[src/rtl/display_scan_ctrl_pkg.sv]
// Shared types and helpers for the multiplexed seven-segment scan sequencer.
package display_scan_ctrl_pkg;

  typedef enum logic [1:0] {
    IDLE,
    GAP,
    ON
  } scan_state_e;

  localparam logic [3:0] DIG_OFF = 4'b1111;

  // Next enabled digit after cur, searching upward modulo 4; returns cur when no other digit is enabled.
  function automatic logic [1:0] next_enabled(input logic [3:0] mask, input logic [1:0] cur);
    logic [1:0] idx;
    next_enabled = cur;
    for (int i = 3; i >= 1; i--) begin
      idx = cur + 2'(i);
      if (mask[idx]) next_enabled = idx;
    end
  endfunction

endpackage

[src/rtl/display_scan_ctrl_step_sync.sv]
// Two-flop synchroniser for an asynchronous panel button with a one-cycle rising-edge pulse.
module step_sync (
  input  logic clk,
  input  logic rst_n,
  input  logic btn,
  output logic rise
);

  logic [2:0] sync_q;

  always_ff @(posedge clk) begin
    if (!rst_n) sync_q <= '0;
    else        sync_q <= {sync_q[1:0], btn};
  end

  assign rise = sync_q[1] & ~sync_q[2];

endmodule

[src/rtl/display_scan_ctrl.sv]
// Time-multiplexed scan of a 4-digit display with blanking gaps, skip mask, blinking and manual stepping.
module display_scan_ctrl
  import display_scan_ctrl_pkg::*;
#(
  parameter int DWELL_CYC    = 12500,
  parameter int BLANK_CYC    = 250,
  parameter int BLINK_FRAMES = 250
) (
  input  logic       Clk,
  input  logic       Rst_n,
  input  logic [3:0] DigitMask,
  input  logic [3:0] BlinkMask,
  input  logic       Manual,
  input  logic       Step,
  output logic [1:0] Sel,
  output logic [3:0] Dig_n,
  output logic       Blank,
  output logic       FrameTick
);

  localparam int TMAX = (DWELL_CYC > BLANK_CYC) ? DWELL_CYC : BLANK_CYC;
  localparam int TW   = $clog2(TMAX + 1);
  localparam int FW   = $clog2(BLINK_FRAMES + 1);
  localparam logic [TW-1:0] DWELL_LAST = TW'(DWELL_CYC - 1);
  localparam logic [TW-1:0] BLANK_LAST = TW'(BLANK_CYC - 1);
  localparam logic [FW-1:0] FRAME_LAST = FW'(BLINK_FRAMES - 1);

  scan_state_e   state, state_nx;
  logic [TW-1:0] timer, timer_nx;
  logic [FW-1:0] frame_cnt, frame_nx;
  logic [1:0]    sel_nx;
  logic [3:0]    dig_nx;
  logic          phase, phase_nx;
  logic          advance, tick_nx, step_rise;

  step_sync u_step_sync (
    .clk  (Clk),
    .rst_n(Rst_n),
    .btn  (Step),
    .rise (step_rise)
  );

  always_comb begin
    state_nx = state;
    sel_nx   = Sel;
    timer_nx = timer;
    advance  = 1'b0;
    if (DigitMask == 4'b0000) begin
      state_nx = IDLE;
      timer_nx = '0;
    end else begin
      case (state)
        IDLE: begin
          sel_nx   = next_enabled(DigitMask, 2'd3);
          state_nx = GAP;
          timer_nx = '0;
        end
        GAP: begin
          if (timer == BLANK_LAST) begin
            state_nx = ON;
            timer_nx = '0;
          end else begin
            timer_nx = timer + TW'(1);
          end
        end
        ON: begin
          // A digit dropped from the mask ends its slot at once; manual mode holds the timer at zero.
          if (!DigitMask[Sel]) begin
            advance = 1'b1;
          end else if (Manual) begin
            timer_nx = '0;
            advance  = step_rise;
          end else if (timer == DWELL_LAST) begin
            advance = 1'b1;
          end else begin
            timer_nx = timer + TW'(1);
          end
        end
        default: state_nx = IDLE;
      endcase
    end

    if (advance) begin
      sel_nx   = next_enabled(DigitMask, Sel);
      state_nx = GAP;
      timer_nx = '0;
    end

    tick_nx  = advance && (sel_nx <= Sel);
    frame_nx = frame_cnt;
    phase_nx = phase;
    if (tick_nx) begin
      if (frame_cnt == FRAME_LAST) begin
        frame_nx = '0;
        phase_nx = ~phase;
      end else begin
        frame_nx = frame_cnt + FW'(1);
      end
    end

    dig_nx = DIG_OFF;
    if (state_nx == ON && !(BlinkMask[sel_nx] && phase_nx)) dig_nx[sel_nx] = 1'b0;
  end

  always_ff @(posedge Clk) begin
    if (!Rst_n) begin
      state     <= IDLE;
      Sel       <= '0;
      timer     <= '0;
      frame_cnt <= '0;
      phase     <= 1'b0;
      Dig_n     <= DIG_OFF;
      Blank     <= 1'b1;
      FrameTick <= 1'b0;
    end else begin
      state     <= state_nx;
      Sel       <= sel_nx;
      timer     <= timer_nx;
      frame_cnt <= frame_nx;
      phase     <= phase_nx;
      Dig_n     <= dig_nx;
      Blank     <= (state_nx != ON);
      FrameTick <= tick_nx;
    end
  end

endmodule

[config.mk]
export PLATFORM = sky130hd
export DESIGN_NAME = display_scan_ctrl
export DESIGN_NICKNAME = d
export VERILOG_FILES = /design/src/rtl/display_scan_ctrl_pkg.sv /design/src/rtl/display_scan_ctrl_step_sync.sv /design/src/rtl/display_scan_ctrl.sv
export SDC_FILE = /design/constraint.sdc
export NUM_CORES = 1
export LEC_CHECK = 0
export ABC_AREA = 1
export CAP_MARGIN = 0
export CORE_MARGIN = 1
export CORE_UTILIZATION = 45
export DETAILED_ROUTE_END_ITERATION = 8
export PLACE_DENSITY_LB_ADDON = 0.05
export SYNTH_ARGS = -nofsm -noshare
export SYNTH_HDL_FRONTEND = slang
export SYNTH_HIERARCHICAL = 1
export SYNTH_SLANG_ARGS = --single-unit
[constraint.sdc]
create_clock -name Clk -period 3.45 [get_ports Clk]
set_input_delay 0.69 -clock Clk [delete_from_list [all_inputs] [get_ports Clk]]
set_output_delay 0.69 -clock Clk [all_outputs]
set_load 0.01 [all_outputs]
==> flow_summary_export.csv, run 1 <==
group,metric,value,unit
run_status,outcome,"complete, no violations",
hold_path,holdPathStages,2,
critical_path,crit_chain,"clkdlybuf4s50_1 > nand2_1 > nand2_1 > nand2_1 > nand2_1 > inv_2 > nand2_1 > o21ai_0 > o21ai_1 > ha_1 > a21boi_0 > nand2_4 > nand2_4 > nand2_2 > nand2_2 > nand2_2 > nand3_1",
final_layout,n_antenna_cell,0,
final_layout,areaGrowthSynthToFinish,16.2,%
hold_path,holdCritPathClass,"flip-flop to flip-flop",
yosys,yosysMostFrequentCell,"nand2_1",
global_routing,overflow,0,
yosys,synth_top_area_cell,"dfxtp_1",
yosys,ys.flop_type,"dfxtp_1",
yosys,synth_seq_cells,36,
final_layout,drive_above_1_share,0.111,
power_and_ir_drop,ir_worst_vdd,0.186,mV
yosys,synth_edf_count,0,
yosys,netlist_instances,344,
clock_network,path_clk_slew,0.07,ns
yosys,synth_xor_area_frac,0.0268,
placement,placed_area,2570,µm²
timing,clock.fmax,308,MHz
placement,finalWeightedCongestion,0.846,
floorplan,die-area,5380,µm²
yosys,ys_seq_area_frac,0.315,
placement,place_hpwl,3.70,mm
yosys,yosys-top-cells-area,"dfxtp_1 31%, nand2_1 16%, inv_1 8.2%, ha_1 5.5%, nor2_1 5.4%",
yosys,synth_cell_type_count,37,
yosys,async_flop_share,0,
placement,dpl.cell_count,430,
critical_path,cp-start-kind,"input port",
placement,pre_cts_ws,-0.0508,ns
global_routing,grt_pass1_wl,7.99,mm
clock_network,cts_resized,0,
critical_path,cp_top_family,"compound AO/OA/AOI/OAI gates",
global_routing,antenna_found_initial,0,
timing,hold_viol,0,
yosys,yosys.area_share.simple,0.380,
global_routing,grt_usage,0.194,
timing,finalSetupViolCount,0,
critical_path,critPathSlowestCell,"a21boi_0",
route,drt_iter0_markers,100,
route,drt-total-wl,4.82,mm
final_layout,finalInstanceArea,2660,µm²
critical_path,critical_path_peak_fanout,10,
route,vias,2122,
clock_network,h-tree-depth,2,
route,wl_per_cell,11.0,µm
final_layout,final_core_util,0.553,
yosys,ys_top_cells_by_count,"98 x nand2_1, 50 x inv_1, 36 x dfxtp_1, 33 x nor2_1, 21 x nand3_1",
timing,final.min_clock_period,3.24,ns
clock_network,clock_latency,0.29,ns
route,vias_per_cell,4.84,
floorplan,core_area,4820,µm²
timing,worst_pin_slew,0.809,ns
timing,slew_viol_final,0,
critical_path,crit_cells,17,
final_layout,final_cells,438,
floorplan,die_width,73.4,µm
timing,skew,0.00984,ns
flow_run,maxCapViolations,0,
power_and_ir_drop,p_per_area,328,nW/µm²
critical_path,crit_buf_inv,2,
clock_network,cts_buffers,5,
yosys,synth_compound_area_frac,0.120,
clock_network,clockBufferDepth,2,
clock_network,cts.sink_count,36,
critical_path,required,3.68,ns
timing,period_share,0.940,
global_routing,grt_pass1_vias,1859,
yosys,syn_nets,366,
power_and_ir_drop,power.leakage,1.15,nW
yosys,syn_area,2290,µm²
route,firstDrtPassIters,4,
timing,worst_slack,0.207,ns
route,postRouteAntennaNets,0,
floorplan,rows,25,
critical_path,cpMostUsedCell,"nand2_1",
placement,io_buffers,19,
critical_path,cpPeakStageDelay,0.55,ns
clock_network,cts_tree,"yes",
clock_network,ctsHoldBuffers,0,
yosys,synth_warnings,6,
critical_path,reg2regPathDepth,17,
critical_path,critPathArrivalTime,3.47,ns
final_layout,fill_cells,512,
yosys,synth_top_area_share,0.315,
floorplan,die_y,73.4,µm
final_layout,final_nets,392,
yosys,muxShareOfSynthArea,0,
yosys,synth_fa_ha_area_frac,0.0546,
global_routing,grt_max_degree,14,
critical_path,worstSetupPathType,"input port to flip-flop",
floorplan,ios,20,
timing,rsz0062_at_grt,"false",
critical_path,end_kind,"flip-flop",
clock_network,root_buffer,"clkbuf_8",
yosys,syn_area_per_cell,6.66,µm²
timing,slew_headroom,0.456,
floorplan,initial_core_util,0.476,
yosys,synth_top_family_by_area,"simple AND/OR/NAND/NOR gates",
clock_network,postCtsSetupRepairBufs,0,
route,drc,0,
[path summary, 6_finish.rpt]
check                                   startpoint                                to  slack [ns]
setup / recovery                      DigitMask[1]               Dig_n[2]$_SDFF_PN1_        0.21
hold reg to reg   u_step_sync/sync_q[0]$_SDFF_PN0_  u_step_sync/sync_q[1]$_SDFF_PN0_        0.41
setup reg to reg                 Sel[0]$_SDFF_PN0_               Dig_n[2]$_SDFF_PN1_        0.38
hold / removal    u_step_sync/sync_q[0]$_SDFF_PN0_  u_step_sync/sync_q[1]$_SDFF_PN0_        0.41
[through the flow]
step                      hold slack [ns]  TNS [ns]  total power, W
after floorplan                     0.390         0        0.000530
after global placement              0.399         0        0.000566
after detailed placement            0.398    -0.200        0.000567
after CTS                           0.415         0        0.000885
after global routing                0.434         0        0.000924
final                               0.413         0        0.000874
[registers in the layout, indices dropped and copies added, names as in the netlist]
name                cells
Sel                     2
timer                  14
u_step_sync/sync_q      3
FrameTick               1
Dig_n                   4
state                   2
Blank                   1
phase                   1
frame_cnt               8
[report_power, final]
group / internal, W / leakage [nW] / switching (W)
Combinational: 0.0000508 / 0.818 / 0.0000804
Clock: 0.000162 / 0.0445 / 0.000154
Sequential: 0.000420 / 0.291 / 0.00000719
Total: 0.000633 / 1.15 / 0.000241
[metal layers]
metal / vias up / global-route usage / part of all wire
li1: 1147 / - / -
met1: 956 / 0.262 / 0.52
met2: 15 / 0.305 / 0.45
met3: 4 / 0.0453 / 0.024
met4: 0 / 0.0641 / 0.010
met5: - / 0 / 0
[tightest hold or removal path, delay by kind of cell (launching register included)]
kind,cells,cell delay (ns)
simple gates,1,0.04
buf+inv,1,0.04
flops,1,0.31
[layout make-up]
type                    count  area [µm²]  area share
multi-input cells         248        1330       0.500
repair buffers             22         213      0.0799
flip-flops and latches     36         721       0.271
clock buffers               7        86.3      0.0324
inverters                  57         221      0.0832
clock inverters             1        7.51     0.00282
well taps                  67        83.8      0.0315
[cells in the final DEF (no fill, tap or decap), types with 8 or more instances in the layout]
master	n
nand2_2	8
nand3_1	21
a21oi_1	18
nor3_1	9
nor2_1	33
dfxtp_1	36
inv_1	50
o21ai_0	9
nand2_1	98
clkdlybuf4s50_1	19
ha_1	10
[kinds of logic after synthesis]
kind of cell,count (synthesis)
xor+xnor,7
flops,36
buf+inv,60
fa+ha+maj,10
simple gates,188
compound gates,43
(Power assumes the default switching activity.)
==> run 2, diff against run 1 <==
Settings changed: CORE_UTILIZATION 45 to 30.
==> run 2 against run 1 <==
Against the previous run:
- critical path depth fell by 5
- register-to-register slack better by 0.23 ns
- clock power about the same
- non-clock buffer count is 1 lower
- setup slack better by 0.19 ns
- utilization is 19 points lower
- flip-flop and latch count unchanged
- largest power group unchanged
==> flow_summary_export.csv, run 2 (synthesis results as in run 1) <==
group,metric,value,unit
run_status,outcome,"complete, no violations",
final_layout,final_cell_mix,"98 x nand2_1, 50 x inv_1, 36 x dfxtp_1",
final_layout,fill_cells,803,
route,postRouteAntennaNets,0,
clock_network,postCtsSetupRepairBufs,0,
route,drc,0,
flow_run,maxCapViolations,0,
critical_path,worstSetupPathType,"input port to flip-flop",
final_layout,n_antenna_cell,0,
route,drt_iter0_markers,86,
critical_path,cpPeakStageDelay,0.45,ns
route,firstDrtPassIters,4,
critical_path,critPathArrivalTime,3.27,ns
final_layout,areaGrowthSynthToFinish,17.5,%
clock_network,cts.sink_count,36,
global_routing,grt_max_degree,13,
floorplan,die-area,7990,µm²
final_layout,drive_above_1_share,0.105,
hold_path,holdCritPathClass,"flip-flop to flip-flop",
timing,clock.fmax,327,MHz
timing,period_share,0.885,
clock_network,clock_latency,0.29,ns
timing,final.min_clock_period,3.05,ns
floorplan,core_area,7330,µm²
power_and_ir_drop,p_per_area,325,nW/µm²
timing,slew_viol_final,0,
clock_network,cts_resized,0,
route,vias,2085,
critical_path,critPathSlowestCell,"clkdlybuf4s50_1",
final_layout,final_nets,391,
global_routing,overflow,0,
timing,hold_viol,0,
global_routing,grt_pass1_wl,8.98,mm
power_and_ir_drop,ir_worst_vdd,0.156,mV
critical_path,cp-start-kind,"input port",
critical_path,critical_path_peak_fanout,7,
final_layout,largest_reg_flops,14,
critical_path,crit_chain,"clkdlybuf4s50_1 > inv_1 > o21ai_1 > nand2_1 > a211oi_1 > o21ai_0 > o21ai_1 > ha_1 > a31oi_4 > a21boi_4 > nand3_1 > a21oi_1",
timing,finalSetupViolCount,0,
floorplan,rows,31,
clock_network,path_clk_slew,0.07,ns
critical_path,cpMostUsedCell,"o21ai_1",
clock_network,ctsHoldBuffers,0,
floorplan,ios,20,
timing,rsz0062_at_grt,"false",
timing,skew,0.00741,ns
global_routing,grt_pass1_vias,1990,
global_routing,antenna_found_initial,0,
power_and_ir_drop,power.leakage,1.15,nW
floorplan,die_y,89.4,µm
placement,placed_area,2600,µm²
global_routing,grt_usage,0.145,
timing,fin_setup_tns,0,ns
final_layout,top_register,"timer",
placement,place_hpwl,3.94,mm
timing,worst_pin_slew,0.760,ns
placement,finalWeightedCongestion,0.785,
clock_network,root_buffer,"clkbuf_8",
route,wl_per_cell,10.9,µm
final_layout,finalInstanceArea,2690,µm²
timing,slew_headroom,0.489,
clock_network,cts_tree,"yes",
clock_network,h-tree-depth,2,
final_layout,largestRegisters,"timer x14, frame_cnt x8, Dig_n x4",
floorplan,die_width,89.4,µm
critical_path,end_kind,"flip-flop",
floorplan,initial_core_util,0.313,
clock_network,cts_buffers,5,
placement,io_buffers,19,
route,vias_per_cell,4.45,
critical_path,required,3.67,ns
clock_network,clockBufferDepth,2,
route,drt-total-wl,5.14,mm
critical_path,cp_top_family,"compound AO/OA/AOI/OAI gates",
final_layout,final_common_cell,"nand2_1",
critical_path,crit_buf_inv,2,
run 2: cell count changes in the layout (fill, tap and decap cells not counted), sizes merged:
cell / change
clkinvlp: -1
buf: -1
clkbuf: +1
run 2: worst paths after layout:
kind	startpoint	endpoint	slack, ns	depth (start not counted)
hold / removal	u_step_sync/sync_q[0]$_SDFF_PN0_	u_step_sync/sync_q[1]$_SDFF_PN0_	0.42	2
setup reg to reg	Sel[0]$_SDFF_PN0_	frame_cnt[6]$_SDFFE_PN0P_	0.61	14
setup / recovery	DigitMask[3]	frame_cnt[6]$_SDFFE_PN0P_	0.40	12
hold reg to reg	u_step_sync/sync_q[0]$_SDFF_PN0_	u_step_sync/sync_q[1]$_SDFF_PN0_	0.42	2
run 2: layer usage:
layer  global-route usage  up-vias  routed length [µm]
li1                     -     1141                   -
met1                0.203      906                2810
met2                0.221       30                2070
met3               0.0286        8                 168
met4               0.0519        0                  94
met5                    0        -                   0
run 2: area by class of cell:
type,count,area [µm²],share of cell area
clock buffers,8,90.1,0.0335
inverters,57,221,0.0823
multi-input cells,248,1330,0.494
flip-flops and latches,36,721,0.268
well taps,99,124,0.0460
repair buffers,21,205,0.0762
run 2: metrics by stage:
stage / power (W) / util / hold WS [ns] / setup WS [ns] / cells
floorplan: 0.000530 / - / 0.390 / 0.596 / 344
global placement: 0.000568 / 0.355 / 0.393 / 0.161 / 461
detailed placement: 0.000567 / 0.355 / 0.402 / 0.127 / 461
CTS: 0.000897 / 0.367 / 0.420 / 0.419 / 469
global route: 0.000934 / 0.367 / 0.456 / 0.189 / 469
finish: 0.000875 / 0.367 / 0.419 / 0.395 / 469
run 2: worst min-delay path: cells and delay by family, from the launching register on:
family	cells	cell delay, ns
flip-flops	1	0.31
AND/OR/NAND/NOR	1	0.05
buffers and inverters	1	0.04
run 2: where the power goes:
group	leakage, nW	switching, W	internal, W
combinational	0.815	0.0000786	0.0000511
clock	0.0455	0.000155	0.000163
sequential	0.291	0.00000715	0.000420
==> run 3, diff against run 2 <==
Settings changed: PLACE_DENSITY_LB_ADDON 0.05 to not set, TNS_END_PERCENT set to 10.
Clock period 3.45 ns to 3 ns, I/O delays scaled along.
==> run 3 against run 2 <==
Against the previous run:
- total power rose by 16%
- clock-buffer cell count down 1
- setup slack lost 0.10 ns
- die area unchanged
- utilization grew 0.73 points
- first-iteration DRC count rose by 37%
- flip-flop and latch count is the same
- combinational power increased by 23%
- via count rose by 2.7%
- highest routed layer unchanged
==> flow_summary_export.csv, run 3 (synthesis results as in run 1) <==
group,metric,value,unit
hold_path,holdPathStages,2,
global_routing,grt_pass1_vias,1879,
critical_path,worstSetupPathType,"input port to flip-flop",
critical_path,end_kind,"flip-flop",
timing,hold_viol,0,
clock_network,cts_buffers,5,
global_routing,grt_pass1_wl,8.18,mm
timing,final.min_clock_period,2.71,ns
clock_network,root_buffer,"clkbuf_8",
timing,skew,0.00519,ns
critical_path,reg2regPathDepth,18,
power_and_ir_drop,p_per_area,370,nW/µm²
route,wl_per_cell,10.0,µm
critical_path,crit_buf_inv,3,
placement,finalWeightedCongestion,0.801,
critical_path,cp_top_family,"simple AND/OR/NAND/NOR gates",
final_layout,largest_reg_flops,14,
final_layout,top_register,"timer",
route,vias_per_cell,4.51,
clock_network,h-tree-depth,2,
run_status,outcome,"complete, no violations",
floorplan,initial_core_util,0.313,
placement,dpl.cell_count,466,
critical_path,crit_cells,18,
final_layout,areaGrowthSynthToFinish,19.8,%
global_routing,overflow,0,
final_layout,drive_above_1_share,0.125,
route,firstDrtPassIters,4,
clock_network,path_clk_slew,0.07,ns
global_routing,antenna_found_initial,0,
critical_path,cp-start-kind,"input port",
flow_run,maxCapViolations,0,
timing,period_share,0.902,
global_routing,grt_usage,0.132,
route,drt-total-wl,4.76,mm
floorplan,die_width,89.4,µm
power_and_ir_drop,ir_worst_vdd,0.183,mV
timing,clock.fmax,369,MHz
final_layout,final_cells,475,
critical_path,cpPeakStageDelay,0.47,ns
hold_path,holdCritPathClass,"flip-flop to flip-flop",
final_layout,final_common_cell,"nand2_1",
route,drt_iter0_markers,118,
final_layout,largestRegisters,"timer x14, frame_cnt x8, Dig_n x4",
placement,place_hpwl,3.66,mm
route,drc,0,
critical_path,critical_path_peak_fanout,10,
floorplan,ios,20,
placement,io_buffers,19,
timing,worst_pin_slew,0.523,ns
final_layout,final_nets,397,
route,postRouteAntennaNets,0,
global_routing,grt_max_degree,14,
final_layout,final_cell_mix,"98 x nand2_1, 50 x inv_1, 36 x dfxtp_1",
clock_network,cts_tree,"yes",
floorplan,rows,31,
floorplan,die-area,7990,µm²
floorplan,die_y,89.4,µm
timing,slew_headroom,0.648,
final_layout,final_core_util,0.374,
critical_path,crit_chain,"clkdlybuf4s50_1 > nand2_1 > nand2_1 > nand2_1 > nand2_1 > inv_2 > nand2_1 > o21ai_1 > o21ai_1 > ha_1 > a21boi_0 > buf_4 > nand2_4 > nand2_4 > nand2_2 > nand2_2 > nand2_2 > nand3_1",
final_layout,n_antenna_cell,0,
clock_network,clockBufferDepth,2,
clock_network,clock_latency,0.28,ns
timing,finalSetupViolCount,0,
critical_path,cpMostUsedCell,"nand2_1",
power_and_ir_drop,power.leakage,1.18,nW
critical_path,required,3.16,ns
clock_network,cts.sink_count,36,
critical_path,critPathArrivalTime,2.87,ns
route,vias,2141,
floorplan,core_area,7330,µm²
timing,slew_viol_final,0,
critical_path,critPathSlowestCell,"clkdlybuf4s50_1",
==> run 3: worst paths after layout <==
path	slack, ns	start	end
setup / recovery	0.29	DigitMask[1]	Dig_n[2]$_SDFF_PN1_
hold / removal	0.43	u_step_sync/sync_q[0]$_SDFF_PN0_	u_step_sync/sync_q[1]$_SDFF_PN0_
setup reg to reg	0.39	Sel[0]$_SDFF_PN0_	Dig_n[2]$_SDFF_PN1_
hold reg to reg	0.43	u_step_sync/sync_q[0]$_SDFF_PN0_	u_step_sync/sync_q[1]$_SDFF_PN0_
==> run 3: tightest hold or removal path: cells and delay by family, from the launching register on <==
kind / cells / cell delay [ns]
DFF: 1 / 0.31
and+or+nand+nor: 1 / 0.05
buffers and inverters: 1 / 0.04
==> run 3: area by class of cell <==
type	instances	area (µm²)
sequential	36	721
tap	99	124
inverter	57	221
multi-input combinational	248	1340
timing repair buffer	27	250
clock inverter	1	7.51
clock buffer	7	86.3
fill	779	4590
==> run 3: what timing repair did <==
action	4_1_cts	5_1_grt
resized for setup	0	2
setup buffers	0	1
hold buffers	0	0
endpoints found under the setup margin	0	13
==> run 3: through the flow <==
stage / total power (W) / area (µm²) / hold slack [ns] / setup WS [ns] / TNS (ns)
floorplan: 0.000609 / 2290 / 0.390 / 0.236 / 0
CTS: 0.00103 / 2730 / 0.427 / 0.239 / 0
global route: 0.00107 / 2750 / 0.464 / -0.000874 / -0.000874
detailed placement: 0.000659 / 2640 / 0.407 / -0.0514 / -0.315
global placement: 0.000657 / 2640 / 0.397 / -0.00515 / -0.0206
finish: 0.00102 / 2750 / 0.426 / 0.293 / 0
==> run 3: layer usage <==
metal	track usage	vias to the layer above	part of all wire
li1	-	1148	-
met1	0.166	960	0.48
met2	0.221	29	0.47
met3	0.0323	4	0.032
met4	0.0447	0	0.013
met5	0	-	0
==> run 3: power breakdown <==
part           switching (W)  internal, W  leakage [nW]
Clock               0.000178     0.000187        0.0445
Combinational      0.0000919    0.0000682         0.845
Sequential        0.00000837     0.000483         0.291
